<file path="src/rtl/core_pkg.sv">
// Shared core definitions: architectural register file geometry and address type.
package core_pkg;
    localparam int XLEN          = 32;
    localparam int NUM_ARCH_REGS = 32;
    localparam int REG_AW        = $clog2(NUM_ARCH_REGS);

    typedef logic [REG_AW-1:0] reg_addr_t;

    localparam reg_addr_t REG_ZERO = '0;
endpackage

</file>
<file path="src/rtl/rf_scoreboard.sv">
// Pending-write scoreboard: one busy bit per register, set on issue, cleared on writeback.
module rf_scoreboard
    import core_pkg::*;
#(
    parameter  int NREGS = NUM_ARCH_REGS,
    localparam int AW    = $clog2(NREGS)
) (
    input  logic             clk,
    input  logic             rst,
    input  logic             set_en,
    input  logic [AW-1:0]    set_addr,
    input  logic             clr_en,
    input  logic [AW-1:0]    clr_addr,
    output logic [NREGS-1:0] busy
);

    logic [NREGS-1:0] set_vec;
    logic [NREGS-1:0] clr_vec;

    // Callers qualify set_en/clr_en with address legality, so the decode never goes out of range.
    always_comb begin
        set_vec = '0;
        clr_vec = '0;
        if (set_en) set_vec[set_addr] = 1'b1;
        if (clr_en) clr_vec[clr_addr] = 1'b1;
    end

    // OR-ing the set after the clear lets a newer issue win over a same-cycle writeback.
    always_ff @(posedge clk) begin
        if (rst) busy <= '0;
        else     busy <= (busy & ~clr_vec) | set_vec;
    end

endmodule

</file>
<file path="src/rtl/regfile_bypass_sb.sv">
// Parametrised register file: NR combinational read ports, one write port,
// optional write-to-read bypass and a pending-write scoreboard for RAW detection.
module regfile_bypass_sb
    import core_pkg::*;
#(
    parameter  int DW       = XLEN,
    parameter  int NREGS    = NUM_ARCH_REGS,
    parameter  int NR       = 2,
    parameter  int ZERO_REG = 1,
    parameter  int BYPASS   = 1,
    localparam int AW       = $clog2(NREGS)
) (
    input  logic             clk,
    input  logic             rst,
    input  logic             we,
    input  logic [AW-1:0]    waddr,
    input  logic [DW-1:0]    wdata,
    input  logic [NR*AW-1:0] raddr,
    output logic [NR*DW-1:0] rdata,
    output logic [NR-1:0]    rbusy,
    input  logic             issue_valid,
    input  logic [AW-1:0]    issue_rd
);

    localparam logic [AW:0] NREGS_W = (AW+1)'(NREGS);

    function automatic logic addr_ok(input logic [AW-1:0] a);
        return ({1'b0, a} < NREGS_W) && !((ZERO_REG != 0) && (a == AW'(REG_ZERO)));
    endfunction

    logic [DW-1:0]    mem [NREGS];
    logic [NREGS-1:0] busy;
    logic             wr_ok;
    logic             iss_ok;

    assign wr_ok  = we && addr_ok(waddr);
    assign iss_ok = issue_valid && addr_ok(issue_rd);

    always_ff @(posedge clk) begin
        if (rst) begin
            for (int r = 0; r < NREGS; r++) mem[r] <= '0;
        end else if (wr_ok) begin
            mem[waddr] <= wdata;
        end
    end

    rf_scoreboard #(
        .NREGS (NREGS)
    ) u_sb (
        .clk      (clk),
        .rst      (rst),
        .set_en   (iss_ok),
        .set_addr (issue_rd),
        .clr_en   (wr_ok),
        .clr_addr (waddr),
        .busy     (busy)
    );

    for (genvar i = 0; i < NR; i++) begin : g_rd
        logic [AW-1:0] ra;
        logic [AW-1:0] idx;
        logic          ok;
        logic          hit;

        assign ra  = raddr[i*AW +: AW];
        assign ok  = addr_ok(ra);
        assign idx = ok ? ra : '0;
        // A forwarded value is current data, so it must not also be flagged busy.
        assign hit = (BYPASS != 0) && wr_ok && (waddr == ra);

        assign rdata[i*DW +: DW] = (rst || !ok) ? '0 : (hit ? wdata : mem[idx]);
        assign rbusy[i]          = !rst && ok && busy[idx] && !hit;
    end

endmodule

</file>
<file path="config.mk">
export PLATFORM = sky130hd
export DESIGN_NAME = regfile_bypass_sb
export DESIGN_NICKNAME = d
export VERILOG_FILES = /design/src/rtl/core_pkg.sv /design/src/rtl/rf_scoreboard.sv /design/src/rtl/regfile_bypass_sb.sv
export SDC_FILE = /design/constraint.sdc
export NUM_CORES = 2
export LEC_CHECK = 0
export CORE_MARGIN = 2
export CORE_UTILIZATION = 30
export DETAILED_ROUTE_END_ITERATION = 6
export GPL_ROUTABILITY_DRIVEN = 0
export SLEW_MARGIN = 10
export SYNTH_ARGS = -nofsm -noshare
export SYNTH_HDL_FRONTEND = slang
export SYNTH_SLANG_ARGS = --single-unit
</file>
<file path="constraint.sdc">
create_clock -name clk -period 4.2 [get_ports clk]
set_input_delay 0.63 -clock clk [delete_from_list [all_inputs] [get_ports clk]]
set_output_delay 0.63 -clock clk [all_outputs]
set_load 0.05 [all_outputs]
</file>
Word level (Yosys, flattened, before mapping). Memory sizes are Yosys's and may differ from the RTL's. Cells that the tools add are included.

Flip-flop bits (word level): 32. RAM bits: 1024. Bits of input ports: 56. Word-level logic and storage cells: 63. Memories kept: 1.

Memory list: mem (depth 32, bits a word 32, read ports 2, clocked after Yosys merged registers in 0, wr ports 32, RTL line regfile_bypass_sb.sv:31) `logic [DW-1:0] mem [NREGS];`.

$lt $le $gt $ge: 6. Eq/ne operators: 2. Muxes and demuxes: 24. Bitwise operators: 3. Reduce and logical (&&, ||, !) cells: 26.

Operators by type and width (count): $mux W32 (7); $and A32 B32 Y32 (1); $not A32 Y32 (1); $or A32 B32 Y32 (1); $reduce_or A32 Y1 (1); $lt A5 B6 Y1 const B (4); $logic_not A5 Y1 (4); $mux W5 (3); $logic_and A1 B1 Y1 (12); $bmux W1 S5 (2); $demux W1 S5 (2); $eq A5 B5 Y1 (2); $ge A5 B1 Y1 const B (2); $mux W1 (10); $logic_not A1 Y1 (7); $logic_or A1 B1 Y1 (2).

Logic depth before layout (Yosys ltp).
Depth in word-level cells: 8. Mapped depth: 9.

By module. Synthesis repeated with hierarchy kept, for this count alone.

Cells, all modules: 4015. Area total of the unflattened synthesis: 57212.4 um^2.

Modules (own cells, without submodules): regfile_bypass_sb (times used 1, cells each 3856, area an instance 55841.1 um^2); rf_scoreboard (times used 1, cells each 159, area an instance 1371.3 um^2).

Worst setup path after synthesis. OpenSTA, ideal clock, no wires.

Path type: input to register. Start point: input port waddr[0]. End point: memory mem[25][0] (netlist bit) (enable). Arrival: 2.828 ns. Path slack: 0.943 ns. Stages: 4. Buffers on the path: 1. Path through: clkbuf_1 -> nor2b_1 -> nand2_1 -> o21bai_1.

RTL lines: start: declaration (RTL line regfile_bypass_sb.sv:16) `input logic [AW-1:0] waddr,`; end: declaration (RTL line regfile_bypass_sb.sv:31).

Worst setup path after layout.
Start point: input port raddr[3]. End point: output port rdata[16].

Word-level cells in the longest chain between the ends: 5. Elaborated cells between the ends (all ways): 8. Classes of those cells: eq/ne (1); mux (3); reduce/logical (3); memory (1).

Ends and longest elaborated chain: start: declaration (RTL line regfile_bypass_sb.sv:18) `input logic [NR*AW-1:0] raddr,`; $logic_not A5 Y1 (RTL line regfile_bypass_sb.sv:28) `return ({1'b0, a} < NREGS_W) && !((ZERO_REG != 0) && (a == AW'(REG_ZERO)));`; $mux W5 (RTL line regfile_bypass_sb.sv:67) `assign idx = ok ? ra : '0;`; $mem_v2 Z32 W32; $mux W32 (RTL line regfile_bypass_sb.sv:71) `assign rdata[i*DW +: DW] = (rst || !ok) ? '0 : (hit ? wdata : mem[idx]);`; $mux W32 (*) (RTL line regfile_bypass_sb.sv:71); end: declaration (RTL line regfile_bypass_sb.sv:19) `output logic [NR*DW-1:0] rdata,`.

Every way passes the cells marked *; elsewhere a longest branch is shown, timed or not.

==> results_dict.tcl <==
set metrics [dict create \
    grt_pass1_wl_mm 283 \
    yosysMostFrequentCell "edfxtp_1" \
    n_fill_cell 18000 \
    yosys.area_share.simple 0.124 \
    die_h_um 442 \
    yosys-top-cells-count "edfxtp_1 (1024), and2_1 (994), mux4_2 (404), mux2i_1 (320), clkbuf_1 (271)" \
    ctsRootBufferMaster "clkbuf_16" \
    period_needed_ns 4.03 \
    wl_met1_mm 72.7 \
    cts_hold_buf 0 \
    ys.flop_type "edfxtp_1" \
    pwr-share-clk 0.379 \
    critPathMaxFanout 32 \
    grt-ovfl-total 0 \
    viasPerCell 5.56 \
    yosys_warnings 0 \
    synth_fa_ha_area_frac 0 \
    num_vias 37400 \
    synth_top_family_by_area "multiplexers" \
    rr_worst_depth 2 \
    area_delta_synth_final_pct 17.7 \
    cp-end-kind "output port" \
    postCtsSetupRepairBufs 0 \
    avgSynthCellArea_um2 14.3 \
    multi_input_area_mm2 0.0245 \
    synth_top_area_frac 0.535 \
    ff_latch_area_mm2 0.0314 \
    io_buffer_count 121 \
    power.density_mw_per_mm2 389 \
    maxUsedRoutingLayer "met4" \
    clk_pin_slew_worst_paths_ns 0.06 \
    r2r_setup_slack_ns 3.53 \
    crit_start "raddr[3]" \
    dp_hpwl_mm 121 \
    synthCells 4009 \
    power.leakage_nw 23.9 \
    core_mm2 0.190 \
    synth_async_sr_flop_share 0 \
    wl_met2_mm 99.9 \
    cts_tree "yes" \
    hold_path_class "in2reg" \
    final_nets 4182 \
    power.switching_mw 6.69 \
    num_rows 160 \
    netlist_area_mm2 0.0575 \
    cts.sinks 1056 \
    ir_drop_mv 0.307 \
    ys_types 47 \
    reg2reg_from "u_sb.busy[18]" \
    setup.worst_path.start_class "input port" \
    outcome "completed" \
    muxShareOfSynthArea 0.214 \
    relSlewSlack 0.205 \
    fin_tns_setup_ns 0 \
    ys_ff_latch 1056 \
    dr.pass1.iters 5 \
    grt_max_degree 71 \
    antenna_found_initial 11 \
    synth.area.top_cells "edfxtp_1 (54%), mux4_2 (16%), and2_1 (11%)" \
    yosysTopAreaCell "edfxtp_1" \
    drv_slew 0 \
    yosysSeqAreaShare 0.546 \
    max_cap_violations 0 \
    setup_viol 0 \
    cts_max_level 3 \
    worst_pin_slew_ns 1.19 \
    drc 0 \
    first_global_vias 38600 \
    wl_met3_mm 15.5 \
    swShare 0.255 \
    clock_skew_ns 0 \
    p_int_mw 19.6 \
    wire_per_inst_um 29.7 \
    synthXorXnorAreaFrac 0.00152 \
    rsz0062_at_grt "no" \
    numCtsBuffers 105 \
    place_area_mm2 0.0640 \
    comb_power_share 0.149 \
    ant_nets 0 \
    routed_wl_mm 200 \
    worstReg2RegEnd "u_sb.busy[18]" \
    die_x_um 442 \
    start_util 0.302 \
    final_area_mm2 0.0676 \
    drive_above_1_share 0.235 \
    cts.path.max_buffers 3 \
    worstSkewPairLatency_ns 0.71 \
    worstPathRequired_ns 3.57 \
    grt.total_usage 0.200 \
    cts_resized 0 \
    worst-endpoint-arrival_ns 3.40 \
    drt_iter0_markers 4043 \
    design.die.area_mm2 0.195 \
    p_seq_frac 0.472 \
    path_class "in2out" \
    synth_edf_count 1024 \
    hold_viol 0 \
    synth_compound_area_frac 0.0778 \
    ios 122 \
    endpoint "rdata[16]" \
    fin_crit_sh 0.960 \
    timing.fmax_mhz 248 \
    whs_ns 0.300 \
]
## critical path, stage by stage
cell,delay (ns)
clkdlybuf4s50_1,0.54
buf_4,0.20
nor3_1,0.10
a21oi_1,0.46
o211ai_4,0.15
buf_12,0.22
a21oi_1,0.68
a211o_1,0.25
buf_12,0.15
## worst min path at each step
stage	from	endpoint	slack (ns)	depth (start not counted)
2_1_floorplan	u_sb.busy[0]	u_sb.busy[0]	0.45	1
3_3_place_gp	u_sb.busy[9]	u_sb.busy[9]	0.46	2
3_5_place_dp	u_sb.busy[19]	u_sb.busy[19]	0.47	2
4_1_cts	rst	u_sb.busy[0]	0.27	2
5_1_grt	rst	mem[0][1]	0.33	1
6_report	rst	u_sb.busy[0]	0.30	2
## state kept, by name, summed over array words and instances, names as in the netlist
| name | flops |
|---|---|
| u_sb.busy | 32 |
| mem | 1024 |
## metal layers
| metal | GRT usage | vias up |
|---|---|---|
| li1 | - | 15700 |
| met1 | 0.236 | 19400 |
| met2 | 0.348 | 1850 |
| met5 | 0 | - |
| met4 | 0.112 | 0 |
| met3 | 0.0308 | 512 |
## logic make-up after synthesis
logic type	count (synthesis)
other cells	1
compound gates	587
buf+inv	465
xor+xnor	10
mux	724
simple gates	1166
flops	1056
## power groups by stage
| stage | logic (mW) | clock network (mW) | registers, mW |
|---|---|---|---|
| 2_1_floorplan | 2.21 | 0 | 12.5 |
| 3_3_place_gp | 3.89 | 0 | 12.6 |
| 3_5_place_dp | 3.89 | 0 | 12.6 |
| 4_1_cts | 3.90 | 10.0 | 12.4 |
| 5_1_grt | 4.05 | 10.4 | 12.5 |
| 6_report | 3.92 | 9.97 | 12.4 |
## through the flow
step | power (mW) | util | instances | setup slack [ns]
floorplan | 14.7 | - | 4040 | 0.943
global placement | 16.5 | 0.337 | 6530 | 0.207
detailed placement | 16.5 | 0.337 | 6530 | 0.175
CTS | 26.4 | 0.356 | 6728 | 0.199
global route | 27.0 | 0.356 | 6733 | 0.119
finish | 26.3 | 0.356 | 6735 | 0.167
## layout make-up
class                           instances  share of cell area
Antenna cell                            7            0.000259
Clock buffer                          131              0.0419
Clock inverter                         67              0.0111
Inverter                               39             0.00216
Multi-Input combinational cell       2519               0.362
Sequential cell                      1056               0.464
Tap cell                             2511              0.0465
Timing Repair Buffer                  405              0.0722
## layout by cell type (no fill, tap or decap), drive strengths merged, types with 65 or more instances in the layout
| cell type | instances |
|---|---|
| mux2i | 320 |
| a221oi | 128 |
| edfxtp | 1024 |
| and2 | 994 |
| mux4 | 404 |
| buf | 359 |
| o21bai | 72 |
| nor2b | 68 |
| a211o | 65 |
| a21oi | 69 |
| a211oi | 130 |
| clkbuf | 131 |
No activity file was read; power rests on OpenSTA's default activity.
